File: config.mk
export PLATFORM = sky130hd
export DESIGN_NAME = program_loader
export DESIGN_NICKNAME = d
export VERILOG_FILES = /design/src/rtl/loader_pkg.sv /design/src/rtl/uart_rx_8n1.sv /design/src/rtl/program_loader.sv
export SDC_FILE = /design/constraint.sdc
export NUM_CORES = 1
export LEC_CHECK = 0
export ABC_CLOCK_PERIOD_IN_PS = 3150
export BUFFER_PORTS_ARGS = -buffer_cell sky130_fd_sc_hd__clkbuf_2
export CORE_MARGIN = 1.5
export CORE_UTILIZATION = 50
export DETAILED_ROUTE_END_ITERATION = 8
export HOLD_SLACK_MARGIN = 0.02
export PLACE_DENSITY = 0.69
export SETUP_SLACK_MARGIN = 0.2
export SLEW_MARGIN = 20
export SYNTH_ARGS = -nofsm -noshare
export SYNTH_HDL_FRONTEND = slang
export SYNTH_SLANG_ARGS = --single-unit
File: constraint.sdc
create_clock -name clk_i -period 3.15 [get_ports clk_i]
set_clock_uncertainty 0.2 [all_clocks]
set_input_delay 0.1575 -clock clk_i [delete_from_list [all_inputs] [get_ports clk_i]]
set_output_delay 0.1575 -clock clk_i [all_outputs]
set_load 0.1 [all_outputs]
File: src/rtl/loader_pkg.sv
// Shared constants for the UART boot loader: boot keyword, loader FSM
// state encodings and UART receiver state encodings.
package loader_pkg;

  // Boot keyword, element 0 is the first byte on the wire ('T').
  localparam int unsigned KEYWORD_LEN = 9;
  localparam logic [0:KEYWORD_LEN-1][7:0] KEYWORD = "TEKNOFEST";
  localparam logic [7:0] KW_FIRST = 8'h54;  // 'T'

  // Loader FSM states.
  localparam logic [2:0] ST_MATCH  = 3'd0;
  localparam logic [2:0] ST_COUNT  = 3'd1;
  localparam logic [2:0] ST_LOAD   = 3'd2;
  localparam logic [2:0] ST_FINISH = 3'd3;
  localparam logic [2:0] ST_ABORT  = 3'd4;

  // UART receiver states.
  localparam logic [1:0] RX_IDLE  = 2'd0;
  localparam logic [1:0] RX_START = 2'd1;
  localparam logic [1:0] RX_DATA  = 2'd2;
  localparam logic [1:0] RX_STOP  = 2'd3;

  // Keyword byte at position idx (idx is always < KEYWORD_LEN when used).
  function automatic logic [7:0] kw_byte(input logic [3:0] idx);
    logic [7:0] b;
    b = 8'h00;
    for (int i = 0; i < KEYWORD_LEN; i++) begin
      if (idx == 4'(i)) b = KEYWORD[i];
    end
    return b;
  endfunction

endpackage

File: src/rtl/uart_rx_8n1.sv
// 8N1 UART receiver with a 2-flop synchroniser, start-bit glitch
// rejection and stop-bit framing check. rx_valid_o / frm_err_o are
// single-cycle pulses; rx_byte_o holds the last byte shifted in.
module uart_rx_8n1
  import loader_pkg::*;
#(
  parameter int CLKS_PER_BIT = 868
) (
  input  logic       clk_i,
  input  logic       rst_i,
  input  logic       rx_i,
  output logic       rx_valid_o,
  output logic [7:0] rx_byte_o,
  output logic       frm_err_o
);

  localparam int CW = $clog2(CLKS_PER_BIT);
  localparam logic [CW-1:0] HALF = CW'(CLKS_PER_BIT / 2 - 1);
  localparam logic [CW-1:0] FULL = CW'(CLKS_PER_BIT - 1);

  logic          sync1_q, sync2_q;
  logic [1:0]    state_q, state_d;
  logic [CW-1:0] cnt_q, cnt_d;
  logic [2:0]    bit_q, bit_d;
  logic [7:0]    shift_q, shift_d;
  logic          valid_q, valid_d;
  logic          ferr_q, ferr_d;

  assign rx_valid_o = valid_q;
  assign rx_byte_o  = shift_q;
  assign frm_err_o  = ferr_q;

  // Bit-timing state machine: next state, counters and output pulses.
  always_comb begin
    state_d = state_q;
    cnt_d   = cnt_q;
    bit_d   = bit_q;
    shift_d = shift_q;
    valid_d = 1'b0;
    ferr_d  = 1'b0;
    case (state_q)
      RX_IDLE: begin
        if (!sync2_q) begin
          state_d = RX_START;
          cnt_d   = '0;
        end
      end
      RX_START: begin
        if (cnt_q == HALF) begin
          cnt_d   = '0;
          bit_d   = '0;
          // Line high again at the midpoint: a glitch, not a start bit.
          state_d = sync2_q ? RX_IDLE : RX_DATA;
        end else begin
          cnt_d = cnt_q + 1'b1;
        end
      end
      RX_DATA: begin
        if (cnt_q == FULL) begin
          cnt_d   = '0;
          shift_d = {sync2_q, shift_q[7:1]};
          bit_d   = bit_q + 1'b1;
          if (bit_q == 3'd7) state_d = RX_STOP;
        end else begin
          cnt_d = cnt_q + 1'b1;
        end
      end
      default: begin  // RX_STOP
        if (cnt_q == FULL) begin
          cnt_d   = '0;
          state_d = RX_IDLE;
          if (sync2_q) valid_d = 1'b1;
          else         ferr_d  = 1'b1;
        end else begin
          cnt_d = cnt_q + 1'b1;
        end
      end
    endcase
  end

  // Synchroniser and receiver registers.
  always_ff @(posedge clk_i) begin
    if (rst_i) begin
      sync1_q <= 1'b1;
      sync2_q <= 1'b1;
      state_q <= RX_IDLE;
      cnt_q   <= '0;
      bit_q   <= '0;
      shift_q <= '0;
      valid_q <= 1'b0;
      ferr_q  <= 1'b0;
    end else begin
      sync1_q <= rx_i;
      sync2_q <= sync1_q;
      state_q <= state_d;
      cnt_q   <= cnt_d;
      bit_q   <= bit_d;
      shift_q <= shift_d;
      valid_q <= valid_d;
      ferr_q  <= ferr_d;
    end
  end

endmodule

File: src/rtl/program_loader.sv
// UART boot loader: waits for the "TEKNOFEST" keyword, reads a 32-bit
// little-endian word count N, then N little-endian program words, each
// written through a single-entry holding register to the memory port.
// Handshake: a write transfers on a cycle where mem_valid_o and
// mem_ready_i are both high; while mem_valid_o is high and not accepted,
// mem_addr_o and mem_wdata_o are held constant.
module program_loader
  import loader_pkg::*;
#(
  parameter int          CLKS_PER_BIT   = 868,
  parameter logic [31:0] BASE_ADDR      = 32'h4000_0000,
  parameter int          TIMEOUT_CYCLES = 100_000_000
) (
  input  logic        clk_i,
  input  logic        rst_i,
  input  logic        program_rx_i,
  output logic        prog_mode_o,
  output logic        core_rst_o,
  output logic        mem_valid_o,
  output logic [31:0] mem_addr_o,
  output logic [31:0] mem_wdata_o,
  input  logic        mem_ready_i,
  output logic        done_o,
  output logic        err_o
);

  localparam int TW = $clog2(TIMEOUT_CYCLES + 1);
  localparam logic [TW-1:0] TMAX = TW'(TIMEOUT_CYCLES);

  logic       rx_valid;
  logic [7:0] rx_byte;
  logic       frm_err;

  uart_rx_8n1 #(.CLKS_PER_BIT(CLKS_PER_BIT)) u_rx (
    .clk_i      (clk_i),
    .rst_i      (rst_i),
    .rx_i       (program_rx_i),
    .rx_valid_o (rx_valid),
    .rx_byte_o  (rx_byte),
    .frm_err_o  (frm_err)
  );

  logic [2:0]    state_q, state_d;
  logic [3:0]    idx_q, idx_d;       // keyword match position
  logic [1:0]    bcnt_q, bcnt_d;     // byte position within a 32-bit field
  logic [31:0]   asm_q, asm_d;       // little-endian assembly shift register
  logic [31:0]   n_q, n_d;           // words in this session
  logic [31:0]   cmp_q, cmp_d;       // words fully received
  logic [31:0]   acc_q, acc_d;       // words accepted by memory
  logic          valid_q, valid_d;
  logic [31:0]   addr_q, addr_d;
  logic [31:0]   wdata_q, wdata_d;
  logic          err_q, err_d;
  logic [TW-1:0] timer_q, timer_d;

  logic [31:0] word;
  logic        accept;
  logic        timeout;
  logic        complete;
  logic        in_session;

  assign word       = {rx_byte, asm_q[31:8]};
  assign accept     = valid_q & mem_ready_i;
  assign timeout    = (timer_q == TMAX);
  assign in_session = (state_q == ST_COUNT) || (state_q == ST_LOAD);
  assign complete   = rx_valid && (bcnt_q == 2'd3) && (cmp_q != n_q);

  assign prog_mode_o = in_session;
  assign core_rst_o  = in_session | rst_i;
  assign done_o      = (state_q == ST_FINISH);
  assign mem_valid_o = valid_q;
  assign mem_addr_o  = addr_q;
  assign mem_wdata_o = wdata_q;
  assign err_o       = err_q;

  // Loader FSM, word assembly, holding register and inter-byte timer.
  always_comb begin
    state_d = state_q;
    idx_d   = idx_q;
    bcnt_d  = bcnt_q;
    asm_d   = asm_q;
    n_d     = n_q;
    cmp_d   = cmp_q;
    acc_d   = acc_q;
    valid_d = valid_q;
    addr_d  = addr_q;
    wdata_d = wdata_q;
    err_d   = err_q;
    timer_d = '0;

    if (in_session && !rx_valid && !timeout) timer_d = timer_q + 1'b1;
    else if (in_session && !rx_valid)        timer_d = timer_q;

    case (state_q)
      ST_MATCH: begin
        if (frm_err) begin
          idx_d = '0;
        end else if (rx_valid) begin
          if (rx_byte == kw_byte(idx_q)) begin
            if (idx_q == 4'(KEYWORD_LEN - 1)) begin
              state_d = ST_COUNT;
              idx_d   = '0;
              bcnt_d  = '0;
              err_d   = 1'b0;
              timer_d = '0;
            end else begin
              idx_d = idx_q + 1'b1;
            end
          end else begin
            // A stray 'T' may itself begin the keyword.
            idx_d = (rx_byte == KW_FIRST) ? 4'd1 : 4'd0;
          end
        end
      end
      ST_COUNT: begin
        if (frm_err || timeout) begin
          state_d = ST_ABORT;
          err_d   = 1'b1;
          valid_d = 1'b0;
        end else if (rx_valid) begin
          asm_d  = word;
          bcnt_d = bcnt_q + 1'b1;
          if (bcnt_q == 2'd3) begin
            n_d     = word;
            cmp_d   = '0;
            acc_d   = '0;
            state_d = (word == 32'd0) ? ST_FINISH : ST_LOAD;
          end
        end
      end
      ST_LOAD: begin
        if (frm_err || timeout || (complete && valid_q && !mem_ready_i)) begin
          state_d = ST_ABORT;
          err_d   = 1'b1;
          valid_d = 1'b0;
        end else begin
          if (rx_valid && (cmp_q != n_q)) begin
            asm_d  = word;
            bcnt_d = bcnt_q + 1'b1;
          end
          if (accept) begin
            valid_d = 1'b0;
            acc_d   = acc_q + 1'b1;
            if (acc_q + 32'd1 == n_q) state_d = ST_FINISH;
          end
          // Completion after (or together with) acceptance refills the slot.
          if (complete) begin
            valid_d = 1'b1;
            addr_d  = BASE_ADDR + {cmp_q[29:0], 2'b00};
            wdata_d = word;
            cmp_d   = cmp_q + 1'b1;
          end
        end
      end
      ST_FINISH: begin
        state_d = ST_MATCH;
        idx_d   = '0;
        bcnt_d  = '0;
      end
      default: begin  // ST_ABORT
        state_d = ST_MATCH;
        idx_d   = '0;
        bcnt_d  = '0;
        valid_d = 1'b0;
        err_d   = 1'b1;
      end
    endcase
  end

  // Loader registers with synchronous reset.
  always_ff @(posedge clk_i) begin
    if (rst_i) begin
      state_q <= ST_MATCH;
      idx_q   <= '0;
      bcnt_q  <= '0;
      asm_q   <= '0;
      n_q     <= '0;
      cmp_q   <= '0;
      acc_q   <= '0;
      valid_q <= 1'b0;
      addr_q  <= BASE_ADDR;
      wdata_q <= '0;
      err_q   <= 1'b0;
      timer_q <= '0;
    end else begin
      state_q <= state_d;
      idx_q   <= idx_d;
      bcnt_q  <= bcnt_d;
      asm_q   <= asm_d;
      n_q     <= n_d;
      cmp_q   <= cmp_d;
      acc_q   <= acc_d;
      valid_q <= valid_d;
      addr_q  <= addr_d;
      wdata_q <= wdata_d;
      err_q   <= err_d;
      timer_q <= timer_d;
    end
  end

endmodule

# Yosys cells after proc, flatten, opt, wreduce, memory -nomap -nowiden

Cells that the tools add are included.

Flip-flop bits (word level): 257
Word-level logic and storage cells: 205
Bits of input ports: 4
Output and inout bits: 69

Reduce and logical (&&, ||, !) cells: 36
Muxes and demuxes: 88
Bitwise logic cells: 8
Equality and inequality tests: 45
Add/sub/neg operators: 8

Operators by type and width:

| kind                   | count |
|---|---|
| $mux 32                | 11 |
| $pmux 32 s2            | 3 |
| $mux 27                | 7 |
| $mux 8                 | 11 |
| $add 32x1->32 const B  | 2 |
| $mux 3                 | 12 |
| $add 31x32->32 const A | 1 |
| $eq 32x32->1           | 1 |
| $logic_not 32->1       | 1 |
| $ne 32x32->1           | 1 |
| $mux 10                | 3 |
| $mux 2                 | 14 |
| $add 27x1->27 const B  | 1 |
| $eq 27x27->1 const B   | 1 |
| $pmux 10 s2            | 1 |
| $ne 2x1->1 const B     | 9 |
| $eq 4x3->1 const B     | 4 |
| $mux 4                 | 4 |
| $ne 2x2->1 const B     | 8 |
| $reduce_and 8->1       | 2 |
| $mux 1                 | 14 |
| $ne 3x1->1 const B     | 4 |
| $pmux 2 s3             | 2 |
| $reduce_and 6->1       | 2 |
| 42 further kinds       | 66 |

# Logic depth before layout (Yosys ltp)

Gate-level depths: netlist (run 1).

Word-level depth: 18
Depth in mapped cells: 13
Mapped depth without buffers: 10

# Cells and area by module

A second synthesis (run 1) with hierarchy kept.

Cells, all modules: 1,511
Area total of the unflattened synthesis: 12,431.9 µm²

By module, submodules not included:

| module         | times used | area an instance (µm²) | sequential area each (µm²) | cells an instance |
|---|---|---|---|---|
| program_loader | 1          | 11,048.1               | 4,404.2                    | 1,354 |
| uart_rx_8n1    | 1          | 1,383.8                | 540.5                      | 157 |

# Least setup slack after synthesis (run 1)

OpenSTA, ideal clock, no wires.

Path kind: reg-to-reg
Start point: register state_q[0]
End point: register asm_q[26]
Arrival: 3.478 ns
Setup slack: -0.655 ns
Data required time: 2.822 ns
Period minus slack after synthesis: 3.805 ns
Setup time: 0.128 ns
Stages on the path, launching flop included: 11
Buffers on the path: 3
Cell sequence: dfxtp_1 > clkbuf_1 > nor2b_1 > inv_1 > a21oi_1 > a32oi_1 > o2111a_1 > buf_4 > buf_4 > mux2i_1 > nor2_1

Longest elaborated chain between the ends: 3
Elaborated cells between the ends (all ways): 9
Those cells by class: 6 x eq/ne; 1 x mux; 2 x reduce/logical

RTL lines:

| what                                               | RTL line              | RTL |
|---|---|---|
| start, declared                                    | program_loader.sv:43  | `logic [2:0] state_q, state_d;` |
| start signal, assigned                             | program_loader.sv:186 | `state_q <= state_d;` |
| $eq 3x2->1 or $eq 3x1->1 (tied branches)           | program_loader.sv:94  | `case (state_q)` |
| $ne 2x1->1 (no line), or another cell as far along | -                     |  |
| $reduce_and 5->1 (no line)                         | -                     |  |
| end signal, assigned                               | program_loader.sv:189 | `asm_q <= asm_d;` |
| end, declared                                      | program_loader.sv:46  | `logic [31:0] asm_q, asm_d;` |

Several ways; a longest one is shown, not always the timed one.
A chain may end at the register's enable or synchronous reset.

# Worst setup path after layout (run 1)

Start point: register idx_q[1]
End point: register state_q[1]

Longest elaborated chain between the ends: 16
Elaborated cells between the ends (all ways): 25
Those cells by class: 11 x eq/ne; 12 x mux; 2 x reduce/logical

RTL lines:

| what                         | RTL line              | RTL |
|---|---|---|
| start, declared              | program_loader.sv:44  | `logic [3:0] idx_q, idx_d;` |
| start signal, assigned       | program_loader.sv:187 | `idx_q <= idx_d;` |
| $logic_not 4->1              | loader_pkg.sv:28      | `if (idx == 4'(i)) b = KEYWORD[i];` |
| $mux 7                       | loader_pkg.sv:28      |  |
| $mux 8 (8 in a row)          | loader_pkg.sv:28      |  |
| $mux 8                       | program_loader.sv:98  | `end else if (rx_valid) begin` |
| $mux 8                       | program_loader.sv:96  | `if (frm_err) begin` |
| $mux 8                       | program_loader.sv:94  |  |
| $eq 8x8->1                   | program_loader.sv:99  | `if (rx_byte == kw_byte(idx_q)) begin` |
| $ne 2x2->1 (no line)         | -                     |  |
| $reduce_and 8->1 (no line) * | -                     |  |

Every way passes the cells marked *; elsewhere a longest branch is shown, timed or not. The select of a mux whose other input is x is not followed.

==> summary.txt, run 1 <==
Run status
  • Outcome: completed

Power
  • Maximum ir drop on the vdd rail: 359 uV
  • Power, Total: approximately 6.5 mW
  • Power density cells: 460 mW/mm^2
  • Share of power burned in registers: 0.486
  • Internal power of the cells: 5.07 mW
  • Fraction of power consumed by the clock network: 0.488
  • Share of total power consumed by net switching: 0.216
  • Leak pwr: 4.99 nW
  • Combinational cell fraction of total power: 0.025
  • Net switching power figure: 1.40 mW

STA
  • Slew headroom: 0.403
  • Final critical-path setup slack: 326 ps
  • Setup-violating endpoint count in the final report: 0
  • Achievable clock frequency: about 350 MHz
  • Final worst-path cycle share: 0.896
  • Hold slack final: ~150 ps
  • RSZ-0062 raised after global routing: no
  • Fin crit period: approximately 2800 ps
  • Summed negative setup slack over all endpoints: 0 ps
  • Transition time at the pin with the least slew margin: slightly below 900 ps
  • Max Transition Viols Final: 0
  • Number of hold violations in the final report: 0

Routing
  • Post-Route WL: about 32000 um
  • Via total after detailed routing: around 11000
  • DRT Pass-1 Iters: 6
  • Vias per cell: 5.64
  • Avg WL per Cell: between 15 and 20 um
  • Number of DRC markers in iteration 0: about 790
  • Total DRC errors in the routed layout: 0
  • Count of nets left with antenna violations after detail routing: 0

Synthesis
  • Post-Synthesis Mean Instance Area: ~7.9 um^2
  • Post-synthesis cell type count: 71
  • Top cells by instance count after synthesis: sky130_fd_sc_hd__nand2_1 (259), sky130_fd_sc_hd__dfxtp_1 (247), sky130_fd_sc_hd__a21oi_1 (169)
  • Most instantiated flip-flop cell in the synthesis netlist: sky130_fd_sc_hd__dfxtp_1
  • Synth Cell Area: between 0.01 and 0.015 mm^2
  • Share of the synthesized area in the top cell type: 0.412
  • Part of the Yosys area used for sequential elements: 0.412
  • Synthesized instance count: about 1500
  • Flip-flop and latch count after synthesis: roughly 250
  • Area leader, netlist: sky130_fd_sc_hd__dfxtp_1
  • Most frequently used cell type in the post-synthesis netlist: sky130_fd_sc_hd__nand2_1
  • Number of synthesized flops with an enable pin: 0
  • Post-synth ARST share: 0
  • Number of synthesis warnings: 0
  • Top cells by area, synth: sky130_fd_sc_hd__dfxtp_1 (41%), sky130_fd_sc_hd__nand2_1 (8.1%), sky130_fd_sc_hd__a21oi_1 (7.0%)

Worst setup path
  • Largest fanout on the critical path: 5
  • Launch instance of the worst register-to-register path: idx_q[1]
  • Kind of start point of the critical path: flip-flop
  • Endpoint arrival time on the critical path: around 3000 ps
  • Slowest stage cell, crit path: sky130_fd_sc_hd__or4b_4
  • CP required: about 3300 ps
  • Critical setup path kind: reg2reg
  • Crit. End Element: flip-flop
  • Start point of the critical path: idx_q[1]
  • Buf/Inv on CP: 2
  • Delay of the slowest cell on the worst path: 510 ps
  • Cell-by-cell listing of the critical path: inv_1 -> ha_1 -> or4b_4 -> a21oi_2 -> o32ai_1 -> a2111oi_1 -> nand4_1 -> o21ai_2 -> buf_4 -> o211a_1 -> nor3_1
  • Largest delay contributor family on the critical path: compound AO/OA/AOI/OAI gates

Cells and area
  • Number of antenna cells inserted: 0
  • Post-layout instance count excluding filler cells: ~1900
  • Non-Filler Cell Area, Final: between 0.01 and 0.015 mm^2
  • Post-layout nets: ~1600
  • Layout cells sized above 1: 0.149
  • Layout filler cell count: approximately 2200
  • Layout overhead on the synthesized area: 17.1%
  • Final cell utilization of the core: 0.597

Clocking
  • Sinks on the clock net: 247
  • TritonCTS clock tree: yes
  • Clock root buffer master: sky130_fd_sc_hd__clkbuf_16
  • Level count of the clock H-tree: 1
  • CTS clk-pin slew, worst paths: 60 ps
  • Clock Path Buffers: 3
  • Latest clock arrival within the worst-skew pair: ~530 ps
  • Clock buffer count from CTS: 26

Placed design
  • Post-placement cell count: ~1900
  • Placed Area: roughly 0.013 mm^2
  • Placer's final routability congestion estimate: approximately 0.94
  • Detailed Place HPWL: approximately 22000 um
  • Pre-CTS setup slack: between 70 and 80 ps
  • Input/output buffers: 70

Global routing
  • Global route total overflow: 0
  • Pin count of the biggest net entering global routing: about 160
  • All-Layer GR Usage: 0.255
  • Vias in the first global route: slightly below 10000
  • Global-route wire length before repair: a little over 50000 um
  • Antenna violations before repair: 0

Die
  • Number of placement rows: 56
  • Ports: 73
  • Initial core utilization: 0.510
  • Total core area: 0.0235 mm^2
  • Y dimension of the die: around 160 um
  • X dimension of the die: ~160 um
  • DIE AREA: about 0.025 mm^2

Job
  • Count of max-cap constraint violations: 0

Hold path
  • Launch point of the worst hold path: program_rx_i
  • Min-Delay Path Class: in2reg
[worst paths after layout]
kind | end | slack, ps | cells past startpoint
worst max-delay path | state_q[1] | 330 | 11
worst min-delay path | u_rx.sync1_q | 150 | 3
worst max register to register | state_q[1] | 330 | 11
worst min register to register | u_rx.sync2_q | 210 | 1
[placed cells by master, fill, tap and decap left out, types with 20 or more instances in the layout]
cell type and n:
sky130_fd_sc_hd__xor2_1 55, sky130_fd_sc_hd__xnor2_1 89, sky130_fd_sc_hd__mux2i_1 29, sky130_fd_sc_hd__dfxtp_1 234, sky130_fd_sc_hd__nand3_1 41, sky130_fd_sc_hd__nand4_1 39, sky130_fd_sc_hd__clkbuf_16 27, sky130_fd_sc_hd__clkbuf_2 69
sky130_fd_sc_hd__o21ai_0 52, sky130_fd_sc_hd__nor3_1 20, sky130_fd_sc_hd__nand2_1 259, sky130_fd_sc_hd__a21oi_1 167, sky130_fd_sc_hd__nor2_1 162, sky130_fd_sc_hd__buf_4 75
[cells by family after synthesis]
kind of cell	synth area share
mux	0.0242
other cells	0.000312
fa+ha+maj	0.0177
simple gates	0.261
buf+inv	0.0398
compound gates	0.139
flops	0.412
xor+xnor	0.105
[routing by layer]
metal	GRT usage	vias up	wire length [um]
met5	0	-	0
met4	0.0632	0	640
met3	0.0331	47	2070
met2	0.392	331	14100
met1	0.376	5121	15100
li1	-	5373	-
[final cells by class]
cell class,instances,area (um^2),area share
Tap cell,319,399,0.0284
Multi-Input combinational cell,1147,6720,0.478
Inverter,17,63.8,0.00454
Clock buffer,34,742,0.0528
Clock inverter,11,136,0.00970
Sequential cell,247,4970,0.353
Timing Repair Buffer,152,1030,0.0733
[power by group through the flow]
stage | combinational, mW | clock (mW) | sequential (mW)
2_1_floorplan | 0.129 | 0 | 3.22
3_3_place_gp | 0.157 | 0 | 3.22
3_5_place_dp | 0.161 | 0 | 3.22
4_1_cts | 0.164 | 3.22 | 3.15
5_1_grt | 0.185 | 3.34 | 3.15
6_report | 0.165 | 3.16 | 3.15
[registers in the layout, summed over array words and instances (netlist names), 4 cells and up]
| signal | cells |
|---|---|
| acc_q | 32 |
| asm_q | 24 |
| cmp_q | 32 |
| idx_q | 4 |
| mem_addr_o | 30 |
| mem_wdata_o | 32 |
| n_q | 32 |
| timer_q | 27 |
| u_rx.cnt_q | 10 |
| u_rx.rx_byte_o | 8 |
[worst register-to-register path, stage by stage (launching register included)]
cell	delay, ps
sky130_fd_sc_hd__dfxtp_2	360
sky130_fd_sc_hd__inv_1	70
sky130_fd_sc_hd__ha_1	190
sky130_fd_sc_hd__or4b_4	510
sky130_fd_sc_hd__a21oi_2	140
sky130_fd_sc_hd__o32ai_1	90
sky130_fd_sc_hd__a2111oi_1	300
sky130_fd_sc_hd__nand4_1	210
sky130_fd_sc_hd__o21ai_2	260
sky130_fd_sc_hd__buf_4	170
sky130_fd_sc_hd__o211a_1	140
sky130_fd_sc_hd__nor3_1	40
[what timing repair did]
item,4_1_cts,5_1_grt
endpoints found under the hold margin,22,0
pin swaps,2,5
gates resized for setup,5,34
buffers inserted,1,0
setup endpoints to repair,39,101
hold buffers,3,0
Note: power is estimated with default switching activity, not from simulation.
==> run 2: changes to the inputs <==
--- a/config.mk
+++ b/config.mk
@@ -12,6 +12,7 @@
 export DETAILED_ROUTE_END_ITERATION = 8
 export HOLD_SLACK_MARGIN = 0.02
 export PLACE_DENSITY = 0.69
+export RECOVER_POWER = 50
 export SETUP_SLACK_MARGIN = 0.2
 export SLEW_MARGIN = 20
 export SYNTH_ARGS = -nofsm -noshare
==> constraint.sdc (replaced) <==
create_clock -name clk_i -period 3.15 [get_ports clk_i]
set_clock_uncertainty 0.2 [all_clocks]
set_input_delay 0.4725 -clock clk_i [delete_from_list [all_inputs] [get_ports clk_i]]
set_output_delay 0.4725 -clock clk_i [all_outputs]
set_load 0.1 [all_outputs]
==> run 2 against run 1 <==
Die area did not move. Power fell by 0.92%. Maximum frequency fell by 1.4%. Critical path depth fell by 3. First-iteration DRC count rose by 18%. Utilization fell by 0.48 points. Hold slack got worse by 57 ps. Sequential share of layout area rose by 0.28 points. Non-clock buffer count fell by 2. Routed wire length fell by 1.9%. Setup slack got worse by 39 ps. Sequential cell count did not move. Critical endpoint is now state_q[0]. Largest cell class unchanged.
==> summary.txt, run 2 (synthesis gave the netlist of run 1 again) <==
Run status
  • Outcome: completed (unchanged)

Routing
  • Highest metal layer used by the detailed router: met4 (unchanged)
  • Total DRC errors in the routed layout: 0 (unchanged)
  • Vias per cell: 5.65 (was 5.64)
  • DRT Pass-1 Iters: 5 (was 6)
  • Routed wl met3: 1950 um (was 2070 um)
  • Count of nets left with antenna violations after detail routing: 0 (unchanged)
  • DR WL met2: 13900 um (was 14100 um)
  • Met1 WL: 14900 um (was 15100 um)
  • Avg WL per Cell: 16.2 um (was 16.5 um)
  • Via total after detailed routing: 10900 (about the same)
  • Post-Route WL: 31300 um (was 31900 um)
  • Number of DRC markers in iteration 0: 937 (was 791)

Placed design
  • Detailed Place HPWL: 21800 um (was 22000 um)
  • Placed Area: 0.0130 mm^2 (about the same)
  • Input/output buffers: 70 (unchanged)
  • Placer's final routability congestion estimate: 0.914 (was 0.936)

Cells and area
  • Number of antenna cells inserted: 0 (unchanged)
  • Non-Filler Cell Area, Final: 0.0139 mm^2 (was 0.0141 mm^2)
  • Post-layout nets: 1611 (was 1612)
  • Most frequent cells in the layout: sky130_fd_sc_hd__nand2_1 (259), sky130_fd_sc_hd__dfxtp_1 (235), sky130_fd_sc_hd__a21oi_1 (167) (was sky130_fd_sc_hd__nand2_1 (259), sky130_fd_sc_hd__dfxtp_1 (234), sky130_fd_sc_hd__a21oi_1 (167))
  • Layout cells sized above 1: 0.109 (was 0.149)
  • Layout overhead on the synthesized area: 16.2% (was 17.1%)
  • Leading cell type in the layout, fill and taps excluded: sky130_fd_sc_hd__nand2_1 (unchanged)

Clocking
  • Clock buffer count from CTS: 27 (was 26)
  • Latest clock arrival within the worst-skew pair: 540 ps (was 530 ps)
  • Clock root buffer master: sky130_fd_sc_hd__clkbuf_16 (unchanged)
  • Clock Path Buffers: 3 (unchanged)
  • CTS clk-pin slew, worst paths: 60 ps (about the same)
  • Level count of the clock H-tree: 1 (unchanged)
  • TritonCTS clock tree: yes (unchanged)
  • Sinks on the clock net: 247 (unchanged)

Worst setup path
  • Endpoint arrival time on the critical path: 3130 ps (was 3010 ps)
  • Largest fanout on the critical path: 6 (was 5)
  • Critical setup path kind: reg2reg (unchanged)
  • Launch instance of the worst register-to-register path: acc_q[8] (was idx_q[1])
  • Start point of the critical path: acc_q[8] (was idx_q[1])
  • CP required: 3420 ps (was 3330 ps)
  • Crit. End Element: flip-flop (unchanged)
  • Kind of start point of the critical path: flip-flop (unchanged)

STA
  • Slew headroom: 0.185 (was 0.403)
  • Final worst-path cycle share: 0.909 (was 0.896)
  • Number of hold violations in the final report: 0 (unchanged)
  • Transition time at the pin with the least slew margin: 1230 ps (was 893 ps)
  • Fin crit period: 2860 ps (was 2820 ps)
  • Max Transition Viols Final: 0 (unchanged)
  • Setup-violating endpoint count in the final report: 0 (unchanged)
  • Achievable clock frequency: 349 MHz (was 354 MHz)
  • Summed negative setup slack over all endpoints: 0 ps (unchanged)
  • RSZ-0062 raised after global routing: yes (was no)

Die
  • DIE AREA: 0.0249 mm^2 (unchanged)
  • Number of placement rows: 56 (unchanged)
  • Ports: 73 (unchanged)
  • Initial core utilization: 0.510 (unchanged)
  • X dimension of the die: 158 um (unchanged)
  • Total core area: 0.0235 mm^2 (unchanged)
  • Y dimension of the die: 158 um (unchanged)

Global routing
  • Global-route wire length before repair: 49900 um (was 51400 um)
  • Antenna violations before repair: 0 (unchanged)
  • Global route total overflow: 0 (unchanged)
  • All-Layer GR Usage: 0.247 (was 0.255)
  • Vias in the first global route: 9581 (was 9848)
  • Pin count of the biggest net entering global routing: 103 (was 156)

Job
  • Count of max-cap constraint violations: 0 (unchanged)

Power
  • Combinational cell fraction of total power: 0.025 (about the same)
  • Leak pwr: 4.75 nW (was 4.99 nW)
  • Share of total power consumed by net switching: 0.218 (was 0.216)
  • Maximum ir drop on the vdd rail: 351 uV (was 359 uV)
  • Share of power burned in registers: 0.491 (was 0.486)
  • Net switching power figure: 1.40 mW (about the same)
  • Power density cells: 460 mW/mm^2 (about the same)
  • Fraction of power consumed by the clock network: 0.484 (was 0.488)
  • Internal power of the cells: 5.01 mW (was 5.07 mW)

Hold path
  • Min-Delay Path Class: in2reg (unchanged)
  • Launch point of the worst hold path: rst_i (was program_rx_i)
[run 2: area by class of cell]
| class | count | area (um^2) |
|---|---|---|
| Sequential cell | 247 | 4960 |
| Inverter | 17 | 63.8 |
| Timing Repair Buffer | 150 | 910 |
| Fill cell | 2204 | 9600 |
| Multi-Input combinational cell | 1147 | 6730 |
| Clock buffer | 41 | 808 |
| Clock inverter | 7 | 63.8 |
| Tap cell | 319 | 399 |
[run 2: power groups by stage]
stage          combinational (mW)  sequential, mW  clock [mW]
3_3_place_gp                0.155            3.22           0
4_1_cts                     0.162            3.15        3.14
2_1_floorplan               0.129            3.22           0
3_5_place_dp                0.160            3.22           0
5_1_grt                     0.182            3.15        3.28
6_report                    0.162            3.15        3.10
[run 2: path summary, 6_finish.rpt]
kind                        end  slack (ps)  cells after the start
setup / recovery     state_q[0]         290                      8
hold / removal    u_rx.bit_q[2]         100                      2
setup reg to reg     state_q[0]         290                      8
hold reg to reg    u_rx.sync2_q         210                      1
[run 2: layer usage]
layer / GRT usage / vias to the layer above
met5: 0 / -
met4: 0.0556 / 0
met3: 0.0285 / 42
met2: 0.381 / 295
met1: 0.369 / 5181
li1: - / 5371
[run 2: worst max-delay path, stage by stage, from the launching register on]
cell	delay, ps
sky130_fd_sc_hd__dfxtp_1	470
sky130_fd_sc_hd__nand4_1	200
sky130_fd_sc_hd__or4_1	480
sky130_fd_sc_hd__or4_4	460
sky130_fd_sc_hd__xnor2_1	140
sky130_fd_sc_hd__a211o_1	240
sky130_fd_sc_hd__nor4_2	310
sky130_fd_sc_hd__nand4_1	150
sky130_fd_sc_hd__a21oi_1	160
[run 2: repair_timing]
action                     CTS  global route
pin swaps                    3             7
hold endpoints to repair     1             0
setup endpoints to repair   44            42
resized for setup            7            38
buffers inserted             1             0
hold buffers                 1             0
[run 2: through the flow]
step           std cells  power [mW]  setup slack [ps]  hold WS, ps   util
2_1_floorplan       1511        3.35               248          189      -
4_1_cts             1928        6.45               201         94.1  0.590
6_report            1928        6.41               287         96.1  0.592
3_3_place_gp        1878        3.37               201          201  0.551
3_5_place_dp        1878        3.38              64.5          198  0.551
5_1_grt             1928        6.61              81.4          112  0.592
